$ cat src/rtl/sram_write_scheduler.sv
`default_nettype none
// ============================================================================
// Module      : sram_write_scheduler
// Description : Buffers write requests from two producers in per-channel
//               FIFOs and drives the two SRAM write ports from the FIFO
//               heads. Same-address pairs are split over two cycles
//               (A first, then B) so the SRAM never sees a write collision.
// Revision    : 1.0 - initial release
// ============================================================================
module sram_write_scheduler #(
   parameter int DATA_WIDTH = 32,
   parameter int ADDR_WIDTH = 8,
   parameter int FIFO_DEPTH = 4,
   parameter int CNT_WIDTH  = 16
) (
   input  logic                  Clk_In,
   input  logic                  Reset_In,
   input  logic                  Ch_A_Valid_In,
   output logic                  Ch_A_Ready_Out,
   input  logic [ADDR_WIDTH-1:0] Ch_A_Address_In,
   input  logic [DATA_WIDTH-1:0] Ch_A_Data_In,
   input  logic                  Ch_B_Valid_In,
   output logic                  Ch_B_Ready_Out,
   input  logic [ADDR_WIDTH-1:0] Ch_B_Address_In,
   input  logic [DATA_WIDTH-1:0] Ch_B_Data_In,
   output logic [DATA_WIDTH-1:0] Port_W_A_Data_Out,
   output logic [ADDR_WIDTH-1:0] Port_W_A_Address_Out,
   output logic                  Port_W_A_Write_Enable_Out,
   output logic [DATA_WIDTH-1:0] Port_W_B_Data_Out,
   output logic [ADDR_WIDTH-1:0] Port_W_B_Address_Out,
   output logic                  Port_W_B_Write_Enable_Out,
   output logic                  Idle_Out,
   output logic [CNT_WIDTH-1:0]  Collision_Count_Out
);

   // Pointer width is exact because the depth is a power of two, so the
   // pointers wrap modulo FIFO_DEPTH on their own.
   localparam int c_ptr_w = $clog2(FIFO_DEPTH);
   localparam int c_cnt_w = $clog2(FIFO_DEPTH) + 1;
   localparam logic [c_cnt_w-1:0]   c_full_cnt = c_cnt_w'(FIFO_DEPTH);
   localparam logic [CNT_WIDTH-1:0] c_cnt_max  = {CNT_WIDTH{1'b1}};

   // Collision state machine encoding
   localparam logic [0:0] c_ST_IDLE   = 1'b0;
   localparam logic [0:0] c_ST_HOLD_B = 1'b1;

   // Channel-indexed views of the two request interfaces (0 = A, 1 = B)
   logic [1:0]            w_in_valid;
   logic [ADDR_WIDTH-1:0] w_in_addr [2];
   logic [DATA_WIDTH-1:0] w_in_data [2];
   logic [1:0]            w_ready;
   logic [1:0]            w_push;
   logic [1:0]            w_pop;
   logic [1:0]            w_empty;
   logic [ADDR_WIDTH-1:0] w_head_addr [2];
   logic [DATA_WIDTH-1:0] w_head_data [2];

   logic [0:0]            r_state;
   logic [0:0]            w_state_nxt;
   logic                  w_collision;

   logic                  r_we_a;
   logic                  r_we_b;
   logic [ADDR_WIDTH-1:0] r_addr_a;
   logic [ADDR_WIDTH-1:0] r_addr_b;
   logic [DATA_WIDTH-1:0] r_data_a;
   logic [DATA_WIDTH-1:0] r_data_b;
   logic [CNT_WIDTH-1:0]  r_coll_cnt;

   assign w_in_valid   = {Ch_B_Valid_In, Ch_A_Valid_In};
   assign w_in_addr[0] = Ch_A_Address_In;
   assign w_in_addr[1] = Ch_B_Address_In;
   assign w_in_data[0] = Ch_A_Data_In;
   assign w_in_data[1] = Ch_B_Data_In;

   // --------------------------------------------------------------------
   // Per-channel FIFO
   // --------------------------------------------------------------------
   for (genvar ch = 0; ch < 2; ch++) begin : g_fifo
      logic [ADDR_WIDTH-1:0] r_mem_addr [FIFO_DEPTH];
      logic [DATA_WIDTH-1:0] r_mem_data [FIFO_DEPTH];
      logic [c_ptr_w-1:0]    r_wr_ptr;
      logic [c_ptr_w-1:0]    r_rd_ptr;
      logic [c_cnt_w-1:0]    r_count;

      // Ready is held low during reset so nothing is accepted while flushing
      assign w_ready[ch]     = !Reset_In && (r_count != c_full_cnt);
      assign w_push[ch]      = w_in_valid[ch] && w_ready[ch];
      assign w_empty[ch]     = (r_count == '0);
      assign w_head_addr[ch] = r_mem_addr[r_rd_ptr];
      assign w_head_data[ch] = r_mem_data[r_rd_ptr];

      // Storage array; contents are don't-care once the pointers are flushed
      always_ff @(posedge Clk_In) begin
         if (w_push[ch]) begin
            r_mem_addr[r_wr_ptr] <= w_in_addr[ch];
            r_mem_data[r_wr_ptr] <= w_in_data[ch];
         end
      end

      // Pointer and occupancy bookkeeping
      always_ff @(posedge Clk_In or posedge Reset_In) begin
         if (Reset_In) begin
            r_wr_ptr <= '0;
            r_rd_ptr <= '0;
            r_count  <= '0;
         end else begin
            if (w_push[ch]) begin
               r_wr_ptr <= r_wr_ptr + 1'b1;
            end
            if (w_pop[ch]) begin
               r_rd_ptr <= r_rd_ptr + 1'b1;
            end
            case ({w_push[ch], w_pop[ch]})
               2'b10:   r_count <= r_count + 1'b1;
               2'b01:   r_count <= r_count - 1'b1;
               default: r_count <= r_count;
            endcase
         end
      end
   end

   assign Ch_A_Ready_Out = w_ready[0];
   assign Ch_B_Ready_Out = w_ready[1];

   // --------------------------------------------------------------------
   // Issue decision: which heads pop this cycle and the next state
   // --------------------------------------------------------------------
   always_comb begin
      w_pop       = 2'b00;
      w_collision = 1'b0;
      w_state_nxt = r_state;
      case (r_state)
         c_ST_IDLE: begin
            if (!w_empty[0] && !w_empty[1] && (w_head_addr[0] == w_head_addr[1])) begin
               // Same address: A goes now, B is deferred one cycle so B's
               // data is the value the SRAM ends up holding.
               w_pop[0]    = 1'b1;
               w_collision = 1'b1;
               w_state_nxt = c_ST_HOLD_B;
            end else begin
               w_pop[0] = !w_empty[0];
               w_pop[1] = !w_empty[1];
            end
         end
         c_ST_HOLD_B: begin
            // The deferred B entry is still at the head of its FIFO; the
            // next A entry may join it only if it targets another address.
            w_pop[1]    = !w_empty[1];
            w_pop[0]    = !w_empty[0] && (w_head_addr[0] != w_head_addr[1]);
            w_state_nxt = c_ST_IDLE;
         end
         default: begin
            w_state_nxt = c_ST_IDLE;
         end
      endcase
   end

   // State register
   always_ff @(posedge Clk_In or posedge Reset_In) begin
      if (Reset_In) begin
         r_state <= c_ST_IDLE;
      end else begin
         r_state <= w_state_nxt;
      end
   end

   // Write port A output register; address/data hold while idle
   always_ff @(posedge Clk_In or posedge Reset_In) begin
      if (Reset_In) begin
         r_we_a   <= 1'b0;
         r_addr_a <= '0;
         r_data_a <= '0;
      end else begin
         r_we_a <= w_pop[0];
         if (w_pop[0]) begin
            r_addr_a <= w_head_addr[0];
            r_data_a <= w_head_data[0];
         end
      end
   end

   // Write port B output register; address/data hold while idle
   always_ff @(posedge Clk_In or posedge Reset_In) begin
      if (Reset_In) begin
         r_we_b   <= 1'b0;
         r_addr_b <= '0;
         r_data_b <= '0;
      end else begin
         r_we_b <= w_pop[1];
         if (w_pop[1]) begin
            r_addr_b <= w_head_addr[1];
            r_data_b <= w_head_data[1];
         end
      end
   end

   // Saturating count of same-address serialisations
   always_ff @(posedge Clk_In or posedge Reset_In) begin
      if (Reset_In) begin
         r_coll_cnt <= '0;
      end else if (w_collision && (r_coll_cnt != c_cnt_max)) begin
         r_coll_cnt <= r_coll_cnt + 1'b1;
      end
   end

   assign Port_W_A_Data_Out         = r_data_a;
   assign Port_W_A_Address_Out      = r_addr_a;
   assign Port_W_A_Write_Enable_Out = r_we_a;
   assign Port_W_B_Data_Out         = r_data_b;
   assign Port_W_B_Address_Out      = r_addr_b;
   assign Port_W_B_Write_Enable_Out = r_we_b;
   assign Collision_Count_Out       = r_coll_cnt;
   assign Idle_Out = w_empty[0] && w_empty[1] && !r_we_a && !r_we_b &&
                     (r_state == c_ST_IDLE);

endmodule
`default_nettype wire

$ cat config.mk
export PLATFORM = sky130hd
export DESIGN_NAME = sram_write_scheduler
export DESIGN_NICKNAME = d
export VERILOG_FILES = /design/src/rtl/sram_write_scheduler.sv
export SDC_FILE = /design/constraint.sdc
export NUM_CORES = 1
export LEC_CHECK = 0
export BUFFER_PORTS_ARGS = -buffer_cell sky130_fd_sc_hd__buf_2
export CAP_MARGIN = 5
export CORE_MARGIN = 2
export CORE_UTILIZATION = 35
export DETAILED_ROUTE_END_ITERATION = 8
export PLACE_DENSITY = 0.6
export SLEW_MARGIN = 30
export SYNTH_ARGS = -nofsm -noshare
export SYNTH_HDL_FRONTEND = slang
export SYNTH_SLANG_ARGS = --single-unit
$ cat constraint.sdc
create_clock -name Clk_In -period 6.64 [get_ports Clk_In]
set_clock_uncertainty 0.2 [all_clocks]
set_input_delay 0.664 -clock Clk_In [delete_from_list [all_inputs] [get_ports Clk_In]]
set_output_delay 0.664 -clock Clk_In [all_outputs]
set_load 0.005 [all_outputs]
=== Word level (Yosys, flattened, before mapping) ===
Memories as Yosys holds them, arrays and structs flattened. A register that Yosys moved wholly into a read port is not among the register bits.
Cells that the tools add are included.

* Register bits after elaboration: 49
* Bits in latches: 0
* RAM bits: 320
* ROM bits: 0
* Word-level logic and storage cells: 68
* Memories kept: 4

* $add $sub $neg: 9
* Multipliers: 0
* Divide/modulo/power cells: 0
* Magnitude comparators: 0
* Equality and inequality tests: 9
* Shifts and indexed selects: 0
* Muxes and demuxes: 12
* Bitwise logic cells: 1
* Reduce and logical (&&, ||, !) cells: 21

{| class="wikitable"
|+ Memory list
! memory !! words !! bits a word !! rd ports !! clocked after Yosys merged registers in !! write ports !! line !! text
|-
| g_fifo[0].r_mem_data || 4 || 32 || 1 || 1 || 1 || 81 || <nowiki>logic [DATA_WIDTH-1:0] r_mem_data [FIFO_DEPTH];</nowiki>
|-
| g_fifo[1].r_mem_data || 4 || 32 || 1 || 1 || 1 || 81 ||
|-
| g_fifo[0].r_mem_addr || 4 || 8 || 1 || 0 || 1 || 80 || <nowiki>logic [ADDR_WIDTH-1:0] r_mem_addr [FIFO_DEPTH];</nowiki>
|-
| g_fifo[1].r_mem_addr || 4 || 8 || 1 || 0 || 1 || 80 ||
|}

{| class="wikitable"
|+ Operators with widths
! kind !! count
|-
| $add A16 B1 Y16 const B || 1
|-
| $ne A16 B16 Y1 const B || 1
|-
| $logic_and A1 B1 Y1 || 12
|-
| $pmux W3 S2 || 2
|-
| $add A2 B1 Y2 const B || 4
|-
| $eq A8 B8 Y1 || 1
|-
| $mux W1 || 8
|-
| $ne A8 B8 Y1 || 1
|-
| $add A3 B1 Y3 const B || 2
|-
| $logic_not A3 Y1 || 2
|-
| $ne A3 B3 Y1 const B || 2
|-
| $sub A3 B1 Y3 const B || 2
|-
| $logic_not A1 Y1 || 5
|-
| $eq A2 B1 Y1 const B || 2
|-
| $eq A2 B2 Y1 const B || 2
|-
| $pmux W2 S2 || 1
|-
| $reduce_bool A2 Y1 || 2
|-
| $pmux W1 S2 || 1
|-
| $not A1 Y1 || 1
|}

=== Logic depth before layout (Yosys ltp) ===
Gate-level depths: netlist of the first run.

* Word-level depth: 8
* Depth in mapped cells: 13
* Depth with buffers taken out: 10

=== Worst setup path before layout of the first run ===
OpenSTA, ideal clock, no wires.

* Path kind: register to register
* Start: reg g_fifo[0].r_rd_ptr[0]
* End: reg g_fifo[1].r_count[2]
* Setup time: 0.079 ns
* Arrival: 3.103 ns
* Path slack: 3.258 ns
* Stages on the path, launching flop included: 14
* Path buffers: 3
* Cells stage by stage: dfrtp_1 > buf_2 > buf_4 > mux4_2 > xor2_1 > nor3b_2 > a31oi_2 > buf_2 > ha_1 > inv_1 > fa_1 > xor2_1 > nor2_1 > xor2_1

* Longest elaborated chain between the ends: 7
* Elaborated cells on any way between the ends: 9
* Classes of those cells: 3 x eq/ne; 3 x mux; 2 x reduce/logical; 1 x memory

{| class="wikitable"
|+ Ends and longest elaborated chain
! element !! line !! text
|-
| from (decl) || 83 || <nowiki>logic [c_ptr_w-1:0] r_rd_ptr;</nowiki>
|-
| from (signal assigned) || 112 || <nowiki>r_rd_ptr <= r_rd_ptr + 1'b1;</nowiki>
|-
| $mem_v2 Z4 W8 * || -- ||
|-
| $eq A8 B8 Y1 * || 135 || <nowiki>if (!w_empty[0] && !w_empty[1] && (w_head_addr[0] == w_head_addr[1])) begin</nowiki>
|-
| $logic_and A1 B1 Y1 * || 135 ||
|-
| $mux W1 * || 135 ||
|-
| $pmux W2 S2 * || 133 || <nowiki>case (r_state)</nowiki>
|-
| net w_pop[1] || 53 || <nowiki>logic [1:0] w_pop;</nowiki>
|-
| $eq A2 B1 Y1 / $eq A2 B2 Y1 (equally long branches) || 114 || <nowiki>case ({w_push[ch], w_pop[ch]})</nowiki>
|-
| $pmux W3 S2 / $reduce_bool A2 Y1 (equally long branches) || -- ||
|-
| to (signal assigned) || 115 || <nowiki>2'b10: r_count <= r_count + 1'b1;</nowiki>
|-
| to (signal assigned) || 116 || <nowiki>2'b01: r_count <= r_count - 1'b1;</nowiki>
|-
| to (signal assigned) || 117 || <nowiki>default: r_count <= r_count;</nowiki>
|-
| to (decl) || 84 || <nowiki>logic [c_cnt_w-1:0] r_count;</nowiki>
|}

Mark *: on every way through the listed nets, which the timed path passes. The rest lies on a longest branch.
A chain may end at the register's enable or synchronous reset.

=== Worst setup path in the final report of the first run ===
* Start: reg g_fifo[0].r_rd_ptr[0]
* End: reg g_fifo[0].r_count[2]

* Longest elaborated chain between the ends: 7
* Elaborated cells on any way between the ends: 11
* Classes of those cells: 4 x eq/ne; 3 x mux; 3 x reduce/logical; 1 x memory

{| class="wikitable"
|+ Ends and longest elaborated chain
! element !! line
|-
| $mem_v2 Z4 W8 * || --
|-
| $eq A8 B8 Y1 || 135
|-
| $logic_and A1 B1 Y1 || 135
|-
| $mux W1 || 135
|-
| $pmux W2 S2 * || 133
|-
| $eq A2 B1 Y1 / $eq A2 B2 Y1 (equally long branches) || 114
|-
| $pmux W3 S2 / $reduce_bool A2 Y1 (equally long branches) || --
|-
| to (signal assigned) || 115
|-
| to (signal assigned) || 116
|-
| to (signal assigned) || 117
|-
| to (decl) || 84
|}

Every way passes the cells marked *; elsewhere a longest branch is shown, timed or not.

==> impl_results.md, run 1 <==
- Die area: between 40000 and 50000 µm²
- Largest net degree at the start of global routing: 67
- TritonCTS clock tree: done
- Worst-Margin Slew: around 0.83 ns
- CP dominant cell by count: xor2_1
- Cell taking the most area after synthesis: edfxtp_1
- Clk buf depth: 3
- Top area cells in the synthesized netlist: edfxtp_1 59%, dfrtp_1 17%, mux4_2 11%
- First-pass GRT wire length: 49700 µm
- Slew margin rel.: 44.8%
- Final Util: 41.9%
- Startpoint types: flip-flop
- Place WS: ~2.2 ns
- Via density: 4.81
- Status: finished with violations
- Final hold vios: 1
- Worst vdd ir: ~0.00018 V
- # IOs: ~190
- Worst Hold Class: input pin to async pin
- Crit Path Category: flip-flop to flip-flop
- Fin. max-slew vios: 0
- Register area share after synthesis: between 70% and 80%
- # resized after CTS: 0
- CP arrival: 4.49 ns
- Clk sinks: around 430
- Total of max-cap violations: 0
- Synth Flop Type: edfxtp_1
- Crit path to: g_fifo[0].r_count[2]
- CP Capture Type: flip-flop
- Antenna violations before repair: 7
- Final period util: between 60% and 70%
- Fin nets: around 1100
- RePlAce Congestion: 0.779
- Yosys top cell area share: 59.0%
- R2R depth: 11
- Clk slew on worst S/H paths: approximately 0.06 ns
- Inserted Clock Buffers: 44
- Syn nets: 862
- Critical-path cell list: mux4_2 > xor2_1 > nor4_4 > a41oi_4 > buf_4 > ha_1 > inv_1 > fa_1 > xor2_1 > nor2_1 > xor2_1
- Worst reg2reg startpoint: g_fifo[0].r_rd_ptr[0]
- Vias in the first global route: approximately 8100
- RR Endpoint: g_fifo[0].r_count[2]
- Tmin final: between 4 and 5 ns
- Root buf cell: clkbuf_16
- Final setup TNS: 0 ns
- Flops & latches, synth: between 400 and 500
- RSZ-0062 raised after global routing: false
- Gr ovfl total: 0
- Total setup buffers inserted after CTS: 0
- Pre-antenna DRT Iters: 4
- Worst path slowest cell: dfrtp_2
- Required @ worst endpoint: 6.90 ns
- Post-DP HPWL: ~20000 µm
- Die width: about 220 µm
- Area Overhead vs Synth: 19.0%
- Number of synthesized flops with an enable pin: 320
- Gr usage total: approximately 14%
- Netlist cell types: 34
- Ys Warns: 0
- Die Y: 220 µm
- Clk_lat worst skew: 0.55 ns
- Syn avg cell area: about 21 µm²
- Leak Pwr: between 0.007 and 0.008 µW
- Largest stage delay, worst path: between 0.9 and 1 ns
- Port bufs: roughly 180
- Fmax: about 0.24 GHz
- Most frequent cell after synthesis: edfxtp_1
- Core footprint: between 40000 and 50000 µm²
- Crit path max fanout: 44
- Top cells by count, synth: 320 x edfxtp_1, 113 x dfrtp_1, 80 x mux4_2, 41 x mux2_2, 40 x mux2_1
- Hold buffer count at cts: 0
- DRC viols: 0
- Initial DRC count: around 510
- Failing checks: hold timing
- CP Launch Point: g_fifo[0].r_rd_ptr[0]
- Syn Std Cell Area: ~16000 µm²
- Detailed-route via count: around 8000
- H-tree Lvls: 2
- Hold Slack: -0.0000753 ns
- Share of cells above drive strength 1: approximately 39%
- Ys async rst share: about a quarter
- Final wirelength: about 34000 µm
- Setup Viol. Count Final: 0
- WL/cell: a little over 20 µm
- Initial Util: roughly a third
- Worst setup margin: 2.41 ns
- Pwr per Cell Area: 426 nW/µm²
- # fillers: ~4100
- Syn Inst Count: 765
- DRT antenna net count: 0
- Tot Pwr: around 8300 µW
- # rows: just under 80
- R2R setup slack: ~2.4 ns
## placed cells by master (no fill, tap or decap), types with 2 or more instances in the layout
cell type  netlist  layout
clkbuf_16        0      45
clkinv_1         0       5
clkbuf_8         0       9
and3_1          11       3
mux2i_1          2       2
mux2_2          41      41
mux4_2          80      80
fa_1             2       2
edfxtp_1       320     320
clkinv_2         0       3
a31oi_1          4       4
nand3_1          5       5
inv_6            0       3
clkbuf_1        13      14
o21ai_0          2       2
nor3_1          14      14
nand2_1         14      14
xor2_1          24      24
clkinv_4         0       3
buf_2           11     184
nand4_1          8       8
buf_4            2      11
dfrtp_1        113     109
nor4_2           2       2
and2_1           3       3
nor2_1           8       8
xnor2_1         10      10
mux2_1          40      40
and3_2           0       8
ha_1            11      11
inv_1           13      12
dfrtp_4          0       3
## worst max-delay path, delay by kind of cell, from the launching register on
family / cells / cell delay, ns
flops: 1 / 0.91
xor+xnor: 3 / 0.62
mux: 1 / 0.63
fa+ha+maj: 2 / 0.68
compound gates: 1 / 0.19
buf+inv: 2 / 0.66
simple gates: 2 / 0.25
## layer usage
| metal | global-route usage [%] | share of wire (%) | vias up |
|---|---|---|---|
| met5 | 0 | 0.18 | - |
| met4 | 4.14 | 2.0 | 10 |
| met3 | 4.43 | 6.9 | 56 |
| met2 | 22.7 | 50 | 154 |
| met1 | 17.6 | 41 | 4085 |
| li1 | - | - | 3490 |
## flip-flops by register name, indices dropped and copies added, names as in the netlist
signal and count:
g_fifo.r_mem_data 256, Port_W_A_Write_Enable_Out 1, Port_W_B_Address_Out 8, g_fifo.r_mem_addr 64, g_fifo.r_wr_ptr 4, Port_W_B_Data_Out 32, g_fifo.r_count 6, Collision_Count_Out 16
Port_W_B_Write_Enable_Out 1, Port_W_A_Data_Out 32, g_fifo.r_rd_ptr 4, Port_W_A_Address_Out 8, r_state 1
## cell families after synthesis
logic type | Yosys count | share of synthesized area, %
buffers and inverters | 42 | 1.10
AND/OR/NAND/NOR | 72 | 2.51
AO/OA/AOI/OAI | 8 | 0.392
adder cells (fa/ha/maj) | 13 | 1.09
XOR/XNOR | 34 | 1.83
flip-flops | 433 | 76.3
multiplexers | 163 | 16.8
## metrics by stage
step | area, µm² | instances
after global routing | 19400 | 1622
after floorplan | 16300 | 765
after detailed placement | 18000 | 1539
after CTS | 19400 | 1620
after global placement | 18000 | 1539
final | 19400 | 1622
## area by class of cell
class | instances | area, µm² | share of cell area (%)
diodes | 1 | 2.50 | 0.0129
clock buffers | 68 | 1300 | 6.71
clock inverters | 13 | 77.6 | 0.400
inverters | 13 | 53.8 | 0.277
multi-input cells | 290 | 3710 | 19.1
flip-flops and latches | 433 | 12400 | 64.2
well taps | 607 | 759 | 3.91
repair buffers | 197 | 1040 | 5.37
## how the worst min path moves through the flow
stage | startpoint | end | slack, ns | cells past startpoint
after floorplan | g_fifo[0].r_count[2] | g_fifo[0].r_count[2] | 0.26 | 1
after global routing | Reset_In | g_fifo[1].r_count[2] | 0.04 | 2
after detailed placement | Port_W_B_Data_Out[5] | Port_W_B_Data_Out[5] | 0.27 | 1
after CTS | Reset_In | g_fifo[1].r_count[2] | 0.02 | 2
final | Reset_In | g_fifo[1].r_count[1] | -0.00008 | 2
after global placement | Port_W_A_Data_Out[10] | Port_W_A_Data_Out[10] | 0.26 | 1
## report_power, final
group	switching [µW]	total (µW)	internal [µW]
Clock	992	2340	1350
Combinational	994	2090	1100
Sequential	375	3840	3460
Total	2360	8270	5910
(Power assumes the default switching activity.)
==> run 2: changes to the inputs <==
--- a/config.mk
+++ b/config.mk
@@ -10,7 +10,7 @@
 export CORE_MARGIN = 2
 export CORE_UTILIZATION = 35
 export DETAILED_ROUTE_END_ITERATION = 8
-export PLACE_DENSITY = 0.6
+export PLACE_DENSITY = 0.62
 export SLEW_MARGIN = 30
 export SYNTH_ARGS = -nofsm -noshare
 export SYNTH_HDL_FRONTEND = slang
==> constraint.sdc (replaced) <==
create_clock -name Clk_In -period 3.45 [get_ports Clk_In]
set_clock_uncertainty 0.2 [all_clocks]
set_input_delay 0.345 -clock Clk_In [delete_from_list [all_inputs] [get_ports Clk_In]]
set_output_delay 0.345 -clock Clk_In [all_outputs]
set_load 0.005 [all_outputs]
==> run 2 against run 1 <==
Against the previous run: the flow now finishes without violations; register-to-register slack worse by 2.2 ns; clock power is 110% higher; largest cell class unchanged; cell area is 6.3% higher; routed wire length is 2.3% higher; final cell count is 6.3% higher; non-clock buffer count is 100 higher; sequential power is 86% higher.
==> impl_results.md, run 2 (same netlist as run 1, synthesis figures left out) <==
- Vias in the first global route: 8666 (was 8139)
- RR Endpoint: g_fifo[0].r_count[2] (unchanged)
- Worst-Margin Slew: 0.685 ns (was 0.827 ns)
- CP arrival: 3.52 ns (was 4.49 ns)
- Inserted Clock Buffers: 45 (was 44)
- Worst path slowest cell: dfrtp_4 (was dfrtp_2)
- Final wirelength: 34300 µm (was 33500 µm)
- Final hold vios: 0 (was 1)
- Pre-antenna DRT Iters: 4 (unchanged)
- TritonCTS clock tree: done (unchanged)
- Clk slew on worst S/H paths: 0.06 ns (about the same)
- RePlAce Congestion: 0.794 (was 0.779)
- Area Overhead vs Synth: 26.5% (was 19.0%)
- Worst reg2reg startpoint: g_fifo[1].r_rd_ptr[0] (was g_fifo[0].r_rd_ptr[0])
- Share of cells above drive strength 1: 38.1% (was 39.3%)
- Leak Pwr: 0.00761 µW (was 0.00707 µW)
- Clk_lat worst skew: 0.58 ns (was 0.55 ns)
- CP Capture Type: flip-flop (unchanged)
- R2R depth: 11 (unchanged)
- Largest register FFs: 256 (unchanged)
- Commonest non-fill, non-tap cell in the layout: edfxtp_1 (unchanged)
- Setup Viol. Count Final: 0 (unchanged)
- End of the worst hold path: g_fifo[0].r_wr_ptr[0]
- Fmax: 0.309 GHz (was 0.237 GHz)
- # IOs: 185 (unchanged)
- Biggest register: g_fifo.r_mem_data (unchanged)
- Largest net degree at the start of global routing: 44 (was 67)
- Hold Slack: 0.0459 ns (was -0.0000753 ns)
- Clk buf depth: 3 (unchanged)
- Hold Crit Depth: 3
- Required @ worst endpoint: 3.73 ns (was 6.90 ns)
- Fin. max-slew vios: 0 (unchanged)
- Port bufs: 184 (unchanged)
- # rows: 79 (unchanged)
- ANT cells: 0 (was 1)
- Die Y: 220 µm (unchanged)
- Die area: 48300 µm² (unchanged)
- H-tree Lvls: 2 (unchanged)
- R2R setup slack: 0.21 ns (was 2.41 ns)
- Gr usage total: 14.4% (was 13.8%)
- Commonest cells after routing, fill and taps aside: 320 x edfxtp_1, 184 x buf_2, 109 x dfrtp_1 (unchanged)
- Worst Hold Launch: Ch_A_Valid_In
- Crit path max fanout: 12 (was 44)
- Largest registers: g_fifo.r_mem_data (256), g_fifo.r_mem_addr (64) (unchanged)
- Final period util: 93.8% (was 63.7%)
- Post-route insts no fill: 1724 (was 1622)
- Crit Path Category: flip-flop to flip-flop (unchanged)
- Initial Util: 35.2% (unchanged)
- Total of max-cap violations: 0 (unchanged)
- RSZ-0062 raised after global routing: false (unchanged)
- Die width: 220 µm (unchanged)
- Pwr per Cell Area: 808 nW/µm² (was 426 nW/µm²)
- First-pass GRT wire length: 52200 µm (was 49700 µm)
- CP dominant cell by count: xor2_1 (unchanged)
- Fin nets: 1177 (was 1076)
- Critical-path cell list: mux4_2 > xor2_1 > nor4_4 > buf_4 > a41oi_4 > ha_1 > inv_1 > fa_1 > xor2_1 > nor2_1 > xor2_1 (was mux4_2 > xor2_1 > nor4_4 > a41oi_4 > buf_4 > ha_1 > inv_1 > fa_1 > xor2_1 > nor2_1 > xor2_1)
- Largest stage delay, worst path: 0.56 ns (was 0.91 ns)
- Antenna violations before repair: 1 (was 7)
- DRC viols: 0 (unchanged)
- Detailed-route via count: 8199 (was 7795)
- Initial DRC count: 484 (was 508)
- Via density: 4.76 (was 4.81)
- WL/cell: 19.9 µm (was 20.7 µm)
- Core footprint: 46300 µm² (unchanged)
- DRT antenna net count: 0 (unchanged)
- DP Cell Count: 1557 (was 1539)
- Worst Hold Class: input pin to flip-flop (was input pin to async pin)
- Startpoint types: flip-flop (unchanged)
- Clk sinks: 433 (unchanged)
- Worst vdd ir: 0.000421 V (was 0.000182 V)
- Tmin final: 3.24 ns (was 4.23 ns)
- Post-DP HPWL: 21300 µm (was 19800 µm)
- Slew margin rel.: 54.3% (was 44.8%)
- Final setup TNS: 0 ns (unchanged)
- Root buf cell: clkbuf_16 (unchanged)
- Gr ovfl total: 0 (unchanged)
- Status: complete, no violations (was finished with violations)
run 2: layout make-up:
class	count	area (µm²)
clock buffer	65	1310
clock inverter	19	234
fill	3997	25600
inverter	13	52.6
multi-input combinational	290	3710
sequential	433	12400
tap	607	759
timing repair buffer	297	2100
run 2: worst max path at each step:
stage / cells after the start / from / endpoint
final: 11 / g_fifo[1].r_rd_ptr[0] / g_fifo[0].r_count[2]
after global placement: 10 / g_fifo[0].r_rd_ptr[0] / g_fifo[0].r_count[2]
after detailed placement: 10 / g_fifo[0].r_rd_ptr[0] / g_fifo[0].r_count[2]
after floorplan: 13 / g_fifo[0].r_rd_ptr[0] / g_fifo[1].r_count[2]
after global routing: 11 / g_fifo[0].r_rd_ptr[0] / g_fifo[0].r_count[2]
after CTS: 10 / g_fifo[0].r_rd_ptr[0] / g_fifo[0].r_count[2]
run 2: per-stage QoR:
step | area [µm²] | power, µW | worst slack (ns) | util [%]
2_1_floorplan | 16300 | 10000 | 0.0677 | -
3_5_place_dp | 18200 | 11800 | 0.0421 | 39.4
6_report | 20600 | 16700 | 0.213 | 44.6
5_1_grt | 20600 | 17600 | 0.00157 | 44.6
4_1_cts | 20600 | 16900 | 0.0358 | 44.5
3_3_place_gp | 18200 | 11700 | 0.124 | 39.4
run 2: layer usage:
layer	track usage, %	routed length (µm)	share of wire [%]	vias up
met2	24.3	17100	50	164
met3	4.03	2000	5.8	54
met5	0	13	0.038	-
met4	4.74	865	2.5	2
li1	-	-	-	3693
met1	18.0	14300	42	4286
run 2: critical path: cells and delay by family (launching register included):
kind	cells	cell delay, ns
xor gates and xnor gates	3	0.60
adders and majority gates	2	0.59
DFF	1	0.56
muxes	1	0.56
buffers and inverters	2	0.24
AOI/OAI and AO/OA	1	0.21
and+or+nand+nor	2	0.18
run 2: what timing repair did:
action	CTS	global route
buffers inserted	0	1
hold buffers	82	0
hold endpoints to repair	352	0
endpoints found under the setup margin	0	3
resized for setup	0	2
run 2: power by group:
part / switching [µW] / internal [µW] / leakage (µW) / total (µW)
clock network: 2030 / 2970 / 0.000760 / 5000
logic: 2170 / 2320 / 0.00260 / 4490
registers: 504 / 6660 / 0.00425 / 7160
==> run 3: changes to the inputs <==
--- a/config.mk
+++ b/config.mk
@@ -5,6 +5,7 @@
 export SDC_FILE = /design/constraint.sdc
 export NUM_CORES = 1
 export LEC_CHECK = 0
+export ABC_AREA = 1
 export BUFFER_PORTS_ARGS = -buffer_cell sky130_fd_sc_hd__buf_2
 export CAP_MARGIN = 5
 export CORE_MARGIN = 2
==> run 3 against run 2 <==
Against the previous run: highest routed layer unchanged; non-clock buffer count down 3; routed wire length up 19%; total power up 4.6%; critical endpoint unchanged; setup slack better by 0.16 ns; largest power group unchanged; flip-flop and latch count unchanged; final cell count up 43%; utilization down 0.89 points; clock-buffer cell count down 13; critical path type unchanged; largest cell class unchanged; register-to-register slack better by 0.16 ns.
==> impl_results.md, run 3 <==
- Hold buffer count at cts: 81 (was 82)
- Setup Viol. Count Final: 0 (unchanged)
- Part of the power in registers: 41.0% (was 43.0%)
- Root buf cell: clkbuf_16 (unchanged)
- Clk sinks: 433 (unchanged)
- Via density: 4.76 (about the same)
- Largest registers: g_fifo.r_mem_data (256), g_fifo.r_mem_addr (64) (unchanged)
- Pint: 11200 µW (was 11900 µW)
- Biggest register: g_fifo.r_mem_data (unchanged)
- Syn Inst Count: 1493 (was 765)
- Gr usage total: 15.9% (was 14.4%)
- Yosys top cell area share: 55.8% (was 59.0%)
- Antenna violations before repair: 4 (was 1)
- Largest stage delay, worst path: 0.53 ns (was 0.56 ns)
- Flops & latches, synth: 433 (unchanged)
- Final hold vios: 0 (unchanged)
- Crit Path Category: flip-flop to flip-flop (unchanged)
- Netlist cell types: 28 (was 34)
- Top cells by count, synth: 451 x nand2_1, 320 x edfxtp_1, 157 x nor2_1, 151 x o21ai_0, 113 x dfrtp_1 (was 320 x edfxtp_1, 113 x dfrtp_1, 80 x mux4_2, 41 x mux2_2, 40 x mux2_1)
- Syn avg cell area: 11.5 µm² (was 21.3 µm²)
- Cell taking the most area after synthesis: edfxtp_1 (unchanged)
- # resized after CTS: 0 (unchanged)
- Area Overhead vs Synth: 23.7% (was 26.5%)
- Worst path buffer plus inverter count: 4 (was 2)
- R2R setup slack: 0.37 ns (was 0.21 ns)
- Worst-Margin Slew: 0.715 ns (was 0.685 ns)
- Syn Std Cell Area: 17200 µm² (was 16300 µm²)
- TritonCTS clock tree: done (unchanged)
- Pre-antenna DRT Iters: 5 (was 4)
- Slew margin rel.: 52.3% (was 54.3%)
- Tmin final: 3.08 ns (was 3.24 ns)
- Ys Warns: 0 (unchanged)
- Initial Util: 35.3% (was 35.2%)
- CP dominant cell by count: nand2_1 (was xor2_1)
- Switching power: 6210 µW (was 4710 µW)
- Final period util: 89.3% (was 93.8%)
- DRC viols: 0 (unchanged)
- First-pass GRT wire length: 63200 µm (was 52200 µm)
- Post-DP HPWL: 23900 µm (was 21300 µm)
- Leak Pwr: 0.00858 µW (was 0.00761 µW)
- Die width: 226 µm (was 220 µm)
- Fin nets: 1861 (was 1177)
- CP arrival: 3.34 ns (was 3.52 ns)
- Gr ovfl total: 0 (unchanged)
- Worst path slowest cell: dfrtp_2 (was dfrtp_4)
- H-tree Lvls: 2 (unchanged)
- Port bufs: 184 (unchanged)
- Number of synthesized flops with an enable pin: 320 (unchanged)
- Comb pwr share: 31.7% (was 27.0%)
- Critical-path cell list: inv_2 > nand2_1 > nand3_1 > nand2_1 > nand2_1 > nand2_1 > nand2_1 > inv_1 > nand2_1 > nor2_4 > nand2_2 > nand2_4 > inv_4 > ha_1 > inv_1 > fa_1 > a21oi_1 > o21ai_0 > xor2_1 (was mux4_2 > xor2_1 > nor4_4 > buf_4 > a41oi_4 > ha_1 > inv_1 > fa_1 > xor2_1 > nor2_1 > xor2_1)
- Clock power share: 27.3% (was 30.0%)
- RePlAce Congestion: 0.835 (was 0.794)
- Clk_lat worst skew: 0.59 ns (was 0.58 ns)
- Synth Flop Type: edfxtp_1 (unchanged)
- Register area share after synthesis: 72.3% (was 76.3%)
- Worst vdd ir: 0.000402 V (was 0.000421 V)
- RSZ-0062 raised after global routing: false (unchanged)
- Fmax: 0.325 GHz (was 0.309 GHz)
- # IOs: 185 (unchanged)
- Final setup TNS: 0 ns (unchanged)
- Status: complete, no violations (unchanged)
- Die area: 51000 µm² (was 48300 µm²)
- Detailed-route via count: 11700 (was 8199)
- Most frequent cell after synthesis: nand2_1 (was edfxtp_1)
- Crit path max fanout: 20 (was 12)
- Final wirelength: 40700 µm (was 34300 µm)
- Core footprint: 48700 µm² (was 46300 µm²)
- Startpoint types: flip-flop (unchanged)
- Net Sw Frac: 35.7% (was 28.3%)
- WL/cell: 16.5 µm (was 19.9 µm)
- Required @ worst endpoint: 3.71 ns (was 3.73 ns)
- Fin. max-slew vios: 0 (unchanged)
- Commonest cells after routing, fill and taps aside: 451 x nand2_1, 320 x edfxtp_1, 184 x buf_2 (was 320 x edfxtp_1, 184 x buf_2, 109 x dfrtp_1)
- Initial DRC count: 733 (was 484)
- Clk slew on worst S/H paths: 0.06 ns (about the same)
- Ys async rst share: 26.1% (unchanged)
- DP Area: 19000 µm² (was 18200 µm²)
- Final Instance Area: 21300 µm² (was 20600 µm²)
- # rows: 81 (was 79)
- CP Launch Point: g_fifo[0].r_rd_ptr[0] (was g_fifo[1].r_rd_ptr[0])
- CP Capture Type: flip-flop (unchanged)
- Total of max-cap violations: 0 (unchanged)
- Worst Hold Class: input pin to async pin (was input pin to flip-flop)
- Clk buf depth: 3 (unchanged)
- Die Y: 226 µm (was 220 µm)
- Share of cells above drive strength 1: 17.2% (was 38.1%)
- Commonest non-fill, non-tap cell in the layout: nand2_1 (was edfxtp_1)
- Largest net degree at the start of global routing: 74 (was 44)
- Pwr per Cell Area: 818 nW/µm² (was 808 nW/µm²)
- DRT antenna net count: 0 (unchanged)
- Syn nets: 1590 (was 862)
- Worst reg2reg startpoint: g_fifo[0].r_rd_ptr[0] (was g_fifo[1].r_rd_ptr[0])
- Top area cells in the synthesized netlist: edfxtp_1 56%, dfrtp_1 16%, nand2_1 9.8% (was edfxtp_1 59%, dfrtp_1 17%, mux4_2 11%)
- Cell class contributing the biggest share of worst-path delay: simple AND/OR/NAND/NOR gates (was XOR/XNOR gates)
- Vias in the first global route: 11400 (was 8666)
- Largest register FFs: 256 (unchanged)
- Total setup buffers inserted after CTS: 0 (unchanged)
- Inserted Clock Buffers: 45 (unchanged)
[run 3: kinds of logic after synthesis]
group                      synth area share, %
adders and majority gates                 1.03
and+or+nand+nor                           15.7
xor gates and xnor gates                 0.814
buffers and inverters                     3.23
AOI/OAI and AO/OA                         6.91
DFF                                       72.3
[run 3: per-stage QoR]
step | total power [µW] | setup slack (ns) | utilization (%) | instances | hold slack, ns
5_1_grt | 18600 | 0.0648 | 43.7 | 2466 | 0.0771
3_5_place_dp | 12700 | 0.360 | 39.0 | 2300 | 0.125
2_1_floorplan | 10800 | 0.257 | - | 1493 | 0.244
4_1_cts | 17600 | 0.362 | 43.7 | 2465 | 0.0540
3_3_place_gp | 12600 | 0.477 | 39.0 | 2300 | 0.126
6_report | 17400 | 0.370 | 43.7 | 2466 | 0.0945
[run 3: worst paths after layout]
kind                                    endpoint  cells past startpoint
max                         g_fifo[0].r_count[2]                     19
min                         g_fifo[1].r_count[2]                      3
max reg2reg                 g_fifo[0].r_count[2]                     19
min reg2reg                 Port_W_A_Data_Out[3]                      2
max in group asynchronous   Port_W_A_Data_Out[6]                      4
min in group Clk_In        g_fifo[1].r_wr_ptr[1]                      4
[run 3: final cells by class]
class	count	area (µm²)
inverter	54	209
sequential	433	12400
multi-input combinational	936	4280
timing repair buffer	294	2050
clock buffer	52	1190
antenna	1	2.50
clock inverter	32	293
tap	664	831
fill	4495	27500
[run 3: power groups by stage]
stage	clock network (µW)	registers [µW]	logic [µW]
global placement	0	7200	5390
finish	4750	7140	5530
CTS	4870	7140	5620
floorplan	0	7180	3600
global route	5080	7240	6300
detailed placement	0	7230	5510
[run 3: worst reg2reg max path, delay by kind of cell, from the launching register on]
family	cells	cell delay, ns
fa+ha+maj	2	0.51
buf+inv	4	0.46
compound gates	2	0.25
simple gates	10	0.86
flops	1	0.53
xor+xnor	1	0.16
[run 3: layer usage]
metal	vias to the layer above	GRT usage (%)	share of wire (%)
li1	5665	-	-
met1	5712	21.1	44
met5	-	0	0.091
met2	288	25.6	47
met3	58	3.98	6.3
met4	6	4.98	2.1
